<file path="src/rtl/cpu_pkg.sv">
// Shared types and helpers for the single-bus CPU control sequencer:
// state encoding, opcode constants, instruction field widths and decode functions.
package cpu_pkg;

    localparam int OP_W     = 4;
    // Register indices are decoded through a fixed-size one-hot; FIELD_W must not exceed IDX_W
    localparam int IDX_W    = 6;
    localparam int MAX_REGS = 64;

    localparam logic [OP_W-1:0] OP_MOV       = 4'b0000;
    localparam logic [OP_W-1:0] OP_MOVI      = 4'b0001;
    localparam logic [OP_W-1:0] OP_LOAD      = 4'b0010;
    localparam logic [OP_W-1:0] OP_STORE     = 4'b0011;
    localparam logic [OP_W-1:0] OP_ALUI_MASK = 4'b1100;
    localparam logic [OP_W-1:0] OP_ALUI_VAL  = 4'b0100;
    localparam logic [OP_W-1:0] OP_ALU_MASK  = 4'b1000;
    localparam logic [OP_W-1:0] OP_ALU_VAL   = 4'b1000;

    typedef enum logic [4:0] {
        S_IDLE  = 5'd0,  S_FA = 5'd1,  S_FW = 5'd2,  S_FL = 5'd3,  S_FI = 5'd4,
        S_DEC   = 5'd5,  S_MV = 5'd6,  S_MI = 5'd7,  S_MA = 5'd8,  S_MW = 5'd9,
        S_LL    = 5'd10, S_LR = 5'd11, S_SD = 5'd12, S_A1 = 5'd13, S_A2 = 5'd14,
        S_A3    = 5'd15, S_DONE = 5'd16, S_FAULT = 5'd17
    } state_e;

    function automatic logic [MAX_REGS-1:0] reg_onehot(input logic [IDX_W-1:0] idx);
        logic [MAX_REGS-1:0] m;
        m      = {MAX_REGS{1'b0}};
        m[idx] = 1'b1;
        return m;
    endfunction

    // Non-ALU opcodes carry no ALU operation and report 000
    function automatic logic [2:0] alu_op_of(input logic [OP_W-1:0] op);
        logic [2:0] r;
        if ((op & OP_ALU_MASK) == OP_ALU_VAL) begin
            r = op[2:0];
        end else if ((op & OP_ALUI_MASK) == OP_ALUI_VAL) begin
            r = {1'b0, op[1:0]};
        end else begin
            r = 3'b000;
        end
        return r;
    endfunction

endpackage

</file>
<file path="src/rtl/mfc_wait_timer.sv">
// Counts cycles spent waiting for memory-function-complete; flags expiry once
// the count reaches MFC_TIMEOUT.
module mfc_wait_timer #(
    parameter int MFC_TIMEOUT = 15
) (
    input  logic clk,
    input  logic reset,
    input  logic clear,
    input  logic tick,
    output logic expired
);
    localparam int CNT_W = $clog2(MFC_TIMEOUT + 1);

    logic [CNT_W-1:0] count_r;

    assign expired = (count_r == CNT_W'(MFC_TIMEOUT));

    // Wait counter: held at zero outside wait states, saturates at the limit
    always_ff @(posedge clk) begin
        if (reset) begin
            count_r <= {CNT_W{1'b0}};
        end else if (clear) begin
            count_r <= {CNT_W{1'b0}};
        end else if (tick && !expired) begin
            count_r <= count_r + {{(CNT_W-1){1'b0}}, 1'b1};
        end else begin
            count_r <= count_r;
        end
    end

endmodule

</file>
<file path="src/rtl/control_sequencer.sv">
// Unified micro-sequencer for the single-bus CPU: fetch, decode and execute of
// MOV/MOVI/LOAD/STORE/ALU/ALUI with run/halt, index checks and an MFC timeout fault.
module control_sequencer
    import cpu_pkg::*;
#(
    parameter int DATA_W      = 16,
    parameter int FIELD_W     = 6,
    parameter int NUM_REGS    = 5,
    parameter int MFC_TIMEOUT = 15
) (
    input  logic                clk,
    input  logic                reset,
    input  logic                run,
    input  logic [DATA_W-1:0]   ir_q,
    input  logic                mfc,
    output logic [NUM_REGS-1:0] reg_rd_en,
    output logic [NUM_REGS-1:0] reg_wr_en,
    output logic                pc_read,
    output logic                pc_inc,
    output logic                mar_write,
    output logic                mar_mem_read,
    output logic                mem_en,
    output logic                mem_rw,
    output logic                mdr_mem_write,
    output logic                mdr_read,
    output logic                mdr_write,
    output logic                mdr_mem_read,
    output logic                ir_write,
    output logic                alu_in1_wr,
    output logic                alu_in2_wr,
    output logic                alu_out_en,
    output logic [2:0]          alu_op,
    output logic                imm_en,
    output logic [DATA_W-1:0]   imm_out,
    output logic                instr_done,
    output logic                fault
);
    state_e state_r, state_next_s;

    logic [OP_W-1:0]     op_s;
    logic [FIELD_W-1:0]  ri_s, rj_s;
    logic [MAX_REGS-1:0] ri_mask_s, rj_mask_s;
    logic                ri_ok_s, rj_ok_s, is_alui_s, is_store_s, rj_is_reg_s, dec_ok_s;
    logic [2:0]          alu_op_s;
    logic                waiting_s, expired_s;

    assign op_s = ir_q[DATA_W-1 -: OP_W];
    assign ri_s = ir_q[2*FIELD_W-1:FIELD_W];
    assign rj_s = ir_q[FIELD_W-1:0];

    // An index is legal only when its one-hot lands inside the implemented registers
    assign ri_mask_s = reg_onehot(IDX_W'(ri_s));
    assign rj_mask_s = reg_onehot(IDX_W'(rj_s));
    assign ri_ok_s   = (|ri_mask_s[NUM_REGS-1:0]) & ~(|ri_mask_s[MAX_REGS-1:NUM_REGS]);
    assign rj_ok_s   = (|rj_mask_s[NUM_REGS-1:0]) & ~(|rj_mask_s[MAX_REGS-1:NUM_REGS]);

    // Rj is an immediate, not a register, for MOVI and ALUI
    assign is_alui_s   = ((op_s & OP_ALUI_MASK) == OP_ALUI_VAL);
    assign is_store_s  = (op_s == OP_STORE);
    assign rj_is_reg_s = (op_s != OP_MOVI) && !is_alui_s;
    assign dec_ok_s    = ri_ok_s && (rj_ok_s || !rj_is_reg_s);
    assign alu_op_s    = alu_op_of(op_s);

    assign waiting_s = (state_r == S_FW) || (state_r == S_MW);

    mfc_wait_timer #(
        .MFC_TIMEOUT(MFC_TIMEOUT)
    ) u_timer (
        .clk    (clk),
        .reset  (reset),
        .clear  (!waiting_s),
        .tick   (waiting_s && !mfc),
        .expired(expired_s)
    );

    // State register
    always_ff @(posedge clk) begin
        if (reset) begin
            state_r <= S_IDLE;
        end else begin
            state_r <= state_next_s;
        end
    end

    // Next-state and Moore output decode
    always_comb begin
        state_next_s  = state_r;
        reg_rd_en     = {NUM_REGS{1'b0}};
        reg_wr_en     = {NUM_REGS{1'b0}};
        pc_read       = 1'b0;
        pc_inc        = 1'b0;
        mar_write     = 1'b0;
        mar_mem_read  = 1'b0;
        mem_en        = 1'b0;
        mem_rw        = 1'b0;
        mdr_mem_write = 1'b0;
        mdr_read      = 1'b0;
        mdr_write     = 1'b0;
        mdr_mem_read  = 1'b0;
        ir_write      = 1'b0;
        alu_in1_wr    = 1'b0;
        alu_in2_wr    = 1'b0;
        alu_out_en    = 1'b0;
        alu_op        = 3'b000;
        imm_en        = 1'b0;
        imm_out       = {DATA_W{1'b0}};
        instr_done    = 1'b0;
        fault         = 1'b0;
        case (state_r)
            S_IDLE: begin
                if (run) state_next_s = S_FA;
                else     state_next_s = S_IDLE;
            end
            S_FA: begin
                pc_read      = 1'b1;
                mar_write    = 1'b1;
                state_next_s = S_FW;
            end
            // mfc wins over expiry in the final wait cycle
            S_FW: begin
                mar_mem_read = 1'b1;
                mem_en       = 1'b1;
                mem_rw       = 1'b1;
                if (mfc)            state_next_s = S_FL;
                else if (expired_s) state_next_s = S_FAULT;
                else                state_next_s = S_FW;
            end
            S_FL: begin
                mdr_mem_write = 1'b1;
                state_next_s  = S_FI;
            end
            S_FI: begin
                mdr_read     = 1'b1;
                ir_write     = 1'b1;
                pc_inc       = 1'b1;
                state_next_s = S_DEC;
            end
            S_DEC: begin
                if (!dec_ok_s)                                 state_next_s = S_FAULT;
                else if (op_s == OP_MOV)                       state_next_s = S_MV;
                else if (op_s == OP_MOVI)                      state_next_s = S_MI;
                else if (op_s == OP_LOAD || op_s == OP_STORE)  state_next_s = S_MA;
                else                                           state_next_s = S_A1;
            end
            S_MV: begin
                reg_rd_en    = rj_mask_s[NUM_REGS-1:0];
                reg_wr_en    = ri_mask_s[NUM_REGS-1:0];
                state_next_s = S_DONE;
            end
            S_MI: begin
                imm_en       = 1'b1;
                imm_out      = DATA_W'(rj_s);
                reg_wr_en    = ri_mask_s[NUM_REGS-1:0];
                state_next_s = S_DONE;
            end
            S_MA: begin
                reg_rd_en = rj_mask_s[NUM_REGS-1:0];
                mar_write = 1'b1;
                if (is_store_s) state_next_s = S_SD;
                else            state_next_s = S_MW;
            end
            S_SD: begin
                reg_rd_en    = ri_mask_s[NUM_REGS-1:0];
                mdr_write    = 1'b1;
                state_next_s = S_MW;
            end
            S_MW: begin
                mar_mem_read = 1'b1;
                mem_en       = 1'b1;
                mem_rw       = !is_store_s;
                mdr_mem_read = is_store_s;
                if (mfc)            state_next_s = is_store_s ? S_DONE : S_LL;
                else if (expired_s) state_next_s = S_FAULT;
                else                state_next_s = S_MW;
            end
            S_LL: begin
                mdr_mem_write = 1'b1;
                state_next_s  = S_LR;
            end
            S_LR: begin
                mdr_read     = 1'b1;
                reg_wr_en    = ri_mask_s[NUM_REGS-1:0];
                state_next_s = S_DONE;
            end
            S_A1: begin
                reg_rd_en    = ri_mask_s[NUM_REGS-1:0];
                alu_in1_wr   = 1'b1;
                state_next_s = S_A2;
            end
            S_A2: begin
                alu_in2_wr = 1'b1;
                if (is_alui_s) begin
                    imm_en  = 1'b1;
                    imm_out = DATA_W'(rj_s);
                end else begin
                    reg_rd_en = rj_mask_s[NUM_REGS-1:0];
                end
                state_next_s = S_A3;
            end
            S_A3: begin
                alu_out_en   = 1'b1;
                reg_wr_en    = ri_mask_s[NUM_REGS-1:0];
                state_next_s = S_DONE;
            end
            S_DONE: begin
                instr_done = 1'b1;
                if (run) state_next_s = S_FA;
                else     state_next_s = S_IDLE;
            end
            S_FAULT: begin
                fault        = 1'b1;
                state_next_s = S_FAULT;
            end
            default: begin
                state_next_s = S_FAULT;
            end
        endcase
        if (state_r inside {S_DEC, S_MV, S_MI, S_MA, S_SD, S_MW, S_LL, S_LR,
                            S_A1, S_A2, S_A3, S_DONE}) begin
            alu_op = alu_op_s;
        end else begin
            alu_op = 3'b000;
        end
    end

endmodule
</file>
<file path="config.mk">
export PLATFORM = sky130hd
export DESIGN_NAME = control_sequencer
export DESIGN_NICKNAME = d
export VERILOG_FILES = /design/src/rtl/cpu_pkg.sv /design/src/rtl/mfc_wait_timer.sv /design/src/rtl/control_sequencer.sv
export SDC_FILE = /design/constraint.sdc
export NUM_CORES = 1
export LEC_CHECK = 0
export ABC_AREA = 1
export CORE_MARGIN = 8
export CORE_UTILIZATION = 39
export DETAILED_ROUTE_END_ITERATION = 7
export PLACE_DENSITY = 0.81
export SLEW_MARGIN = 10
export SYNTH_ARGS = -nofsm -noshare
export SYNTH_HDL_FRONTEND = slang
export SYNTH_SLANG_ARGS = --single-unit
</file>
<file path="constraint.sdc">
create_clock -name clk -period 1.8 [get_ports clk]
set_clock_uncertainty 0.05 [all_clocks]
set_input_delay 0.36 -clock clk [delete_from_list [all_inputs] [get_ports clk]]
set_output_delay 0.36 -clock clk [all_outputs]
set_load 0.02 [all_outputs]
</file>
==> run metrics <==
Min-Delay Startpoint=u_timer.count_r[1]; count of max-cap constraint violations=0; CTS tree=built; Leakage=1.26 nW; CTS Sinks=9; WHS Endpoint=u_timer.count_r[1]; via count of the first global-routing pass=1739; number of diodes added for antenna fixing=0; crit path max fanout=5; Max Root-Sink Buffers=2; data arrival at the endpoint of the critical path=1.58 ns; fraction of final layout cells sized beyond drive strength 1=0.512; total via count in the routed design=1784; total iterations of the first detailed-routing run=4; I/O pin count=66; Chip Height=71.6 µm; drt initial violations=129; cell area after synthesis=1210 µm²; effective utilization at floorplan=0.402; minimum setup slack in the final design=-0.186 ns; pin count of the biggest net entering global routing=7; synth-to-layout area growth=98.3%; number of distinct library cells after synthesis=25; post-layout utilization of the core=0.797; category of the critical setup timing path=reg -> out; horizontal extent of the die=71.6 µm; number of failing setup endpoints in the final timing report=23; Synth warnings=0; placed wire-length estimate after detailed placement=3.82 mm; path class of the lowest-slack min-delay path=reg -> reg; cell-by-cell listing of the critical path=nand2_4 > nor2_4 > nand2_2 > nand2_2 > nor2_4 > nand2_2 > nand2_1 > nor2_1 > buf_4; Port Buffer Count=55; cell repeated most along the worst path=sky130_fd_sc_hd__nand2_2; die footprint=5130 µm²; slowest cell on the critical path=sky130_fd_sc_hd__dfxtp_4; kind of start point of the critical path=register; Hold-fix buffers, CTS=0; GRT Util Overall=0.186; unrepaired setup endpoints after global routing=yes; total of fill cells in the finished design=213; wirelength, routed=4.95 mm; worst setup path start=state_r[3]; Peak VDD IR=0.420 mV; length in cells of the worst reg-to-reg path=13; Detail Route Antenna Nets=0; result of the run=finished with violations; Worst Setup End Kind=output port; Crit path largest cell delay=0.39 ns; launch instance of the worst register-to-register path=state_r[3]; Clock Pin Slew Worst Setup and Hold Paths=0.06 ns; H-tree Lvls=1; final critical-path share of the clock period=1.10; number of rows in the core area=20; total core area=3000 µm²; first-pass GRT wire length=7.93 mm; data required time of the critical path=1.39 ns; mean post-synth cell area=5.36 µm²; WL per Instance=13.3 µm; time the worst path needs with I/O delays and setup=1.99 ns; sequential element share of the synthesized area=0.149; Worst R2R Setup Slack=0.15 ns; Top delay family on crit path=simple AND/OR/NAND/NOR gates; placed standard-cell area=2160 µm²; capturing point of the worst reg2reg path=state_r[0]; clock latency on the worst-skew pair=0.26 ns; detail-routed via count per cell=4.81; final hold slack=0.435 ns; Buf/Inv on CP=1; failing checks=negative setup slack; Finished Cell Area=2390 µm²; number of nets in the layout=360; power per cell area=318 nW/µm²; post-synthesis cell count=225; Place WS=-0.811 ns; CTS buffer count=3; clock tree root buffer cell=sky130_fd_sc_hd__clkbuf_4; antenna violations before repair=0; Synth Register Bits=9; remaining design rule violation count=0; overall overflow remaining after global route=0; FMAX=0.503 GHz; final-report max-slew violation count=0; hold violation total from the final report=0; weighted congestion reported at the end of routability-driven placement=0.916; Hold Crit Depth=2; post-layout total power=0.000762 W
==> tightest hold or removal path, delay by kind of cell, from the launching register on <==
kind               cells  cell delay (ns)
DFF                    1             0.32
and+or+nand+nor        1             0.07
AOI/OAI and AO/OA      1             0.05
==> how the worst max path moves through the flow <==
stage | cells after the start | end | slack (ns)
2_1_floorplan | 7 | reg_wr_en[0] | -0.10
3_3_place_gp | 6 | reg_rd_en[4] | -0.78
3_5_place_dp | 6 | reg_rd_en[4] | -0.81
4_1_cts | 11 | alu_op[2] | -0.18
5_1_grt | 11 | alu_op[2] | -0.28
6_report | 9 | alu_op[2] | -0.19
==> cell type report <==
class                   count  area [µm²]  share of cell area
multi-input cells         172        1020               0.425
repair buffers            112         953               0.399
flip-flops and latches      9         196              0.0821
inverters                  41         159              0.0664
well taps                  33        41.3              0.0173
clock buffers               4        26.3              0.0110
==> cell usage after synthesis <==
cell type,instances,area share
sky130_fd_sc_hd__nand2_1,48,0.15
sky130_fd_sc_hd__nor2_1,36,0.11
sky130_fd_sc_hd__inv_1,35,0.11
sky130_fd_sc_hd__nand3_1,24,0.10
sky130_fd_sc_hd__buf_4,12,0.075
sky130_fd_sc_hd__dfxtp_1,9,0.15
sky130_fd_sc_hd__a21oi_1,8,0.033
sky130_fd_sc_hd__o21ai_0,8,0.033
sky130_fd_sc_hd__nand4_1,7,0.036
sky130_fd_sc_hd__inv_2,6,0.019
sky130_fd_sc_hd__nor2_2,5,0.026
sky130_fd_sc_hd__nand2_2,4,0.021
sky130_fd_sc_hd__nor3_1,4,0.017
sky130_fd_sc_hd__nor2_4,3,0.028
sky130_fd_sc_hd__or2_2,3,0.016
sky130_fd_sc_hd__nor4_1,2,0.010
sky130_fd_sc_hd__o21ai_1,2,0.0083
sky130_fd_sc_hd__o22ai_1,2,0.010
sky130_fd_sc_hd__a31oi_1,1,0.0052
sky130_fd_sc_hd__conb_1,1,0.0031
sky130_fd_sc_hd__ha_1,1,0.010
sky130_fd_sc_hd__nand3_2,1,0.0083
sky130_fd_sc_hd__nand3b_1,1,0.0062
sky130_fd_sc_hd__nor3b_2,1,0.010
sky130_fd_sc_hd__or2_0,1,0.0052
==> kinds of logic (layout without fill, tap and decap cells) <==
kind of cell / count (synthesis) / count (layout) / share of synthesized area
buf+inv: 53 / 157 / 0.202
flops: 9 / 9 / 0.149
other cells: 1 / 10 / 0.00311
simple gates: 140 / 140 / 0.545
compound gates: 21 / 21 / 0.0903
fa+ha+maj: 1 / 1 / 0.0104
==> sequential cells by signal (all words and copies together) (netlist names) <==
| register | flops |
|---|---|
| u_timer.count_r | 4 |
| state_r | 5 |
==> through the flow <==
stage,std cells,setup TNS (ns)
floorplan,234,-0.475
global placement,361,-15.67
detailed placement,361,-16.50
CTS,369,-2.26
global route,371,-4.63
finish,371,-2.62
==> cell usage in the layout (no fill, tap or decap), types with 2 or more instances in the layout <==
cell type                         netlist  routed
sky130_fd_sc_hd__nor3_1                 4       2
sky130_fd_sc_hd__buf_4                 12      68
sky130_fd_sc_hd__nor2_2                 5      10
sky130_fd_sc_hd__dfxtp_1                9       4
sky130_fd_sc_hd__nand2_4                0       3
sky130_fd_sc_hd__buf_6                  0      20
sky130_fd_sc_hd__nand2_2                4      16
sky130_fd_sc_hd__nor2_1                36      24
sky130_fd_sc_hd__a21oi_1                8       8
sky130_fd_sc_hd__nor2_4                 3      10
sky130_fd_sc_hd__o21ai_0                8       4
sky130_fd_sc_hd__nand2_1               48      33
sky130_fd_sc_hd__o22ai_2                0       2
sky130_fd_sc_hd__nand3_1               24      17
sky130_fd_sc_hd__dfxtp_4                0       4
sky130_fd_sc_hd__conb_1                 1      10
sky130_fd_sc_hd__dlygate4sd2_1          0       9
sky130_fd_sc_hd__nor4_1                 2       2
sky130_fd_sc_hd__nor3_2                 0       2
sky130_fd_sc_hd__nand3_2                1       7
sky130_fd_sc_hd__o21ai_2                0       4
sky130_fd_sc_hd__inv_4                  0       2
sky130_fd_sc_hd__inv_1                 35      27
sky130_fd_sc_hd__nand4_1                7       7
sky130_fd_sc_hd__buf_2                  0       3
sky130_fd_sc_hd__o21ai_1                2       2
sky130_fd_sc_hd__clkbuf_4               0       3
sky130_fd_sc_hd__clkdlybuf4s50_1        0      10
sky130_fd_sc_hd__or2_2                  3       2
sky130_fd_sc_hd__inv_2                  6      12
==> where the power goes <==
group          switching [W]  total (W)  internal, W  leakage [nW]
Clock              0.0000656   0.000151    0.0000851        0.0150
Combinational       0.000209   0.000389     0.000180          1.17
Sequential         0.0000169   0.000223     0.000206        0.0764
Total               0.000292   0.000762     0.000470          1.26
==> repair_timing <==
item / in CTS / in global routing
resized for setup: 227 / 43
setup endpoints to repair: 36 / 36
pin swaps: 16 / 9
setup buffers: 4 / 4
==> metal layers <==
metal	global-route usage	share of wire	vias up
li1	-	-	916
met1	0.209	0.42	805
met2	0.345	0.52	59
met3	0.0391	0.059	4
met4	0.0454	0.0085	0
met5	0	0	-
No activity file was read; power rests on OpenSTA's default activity.
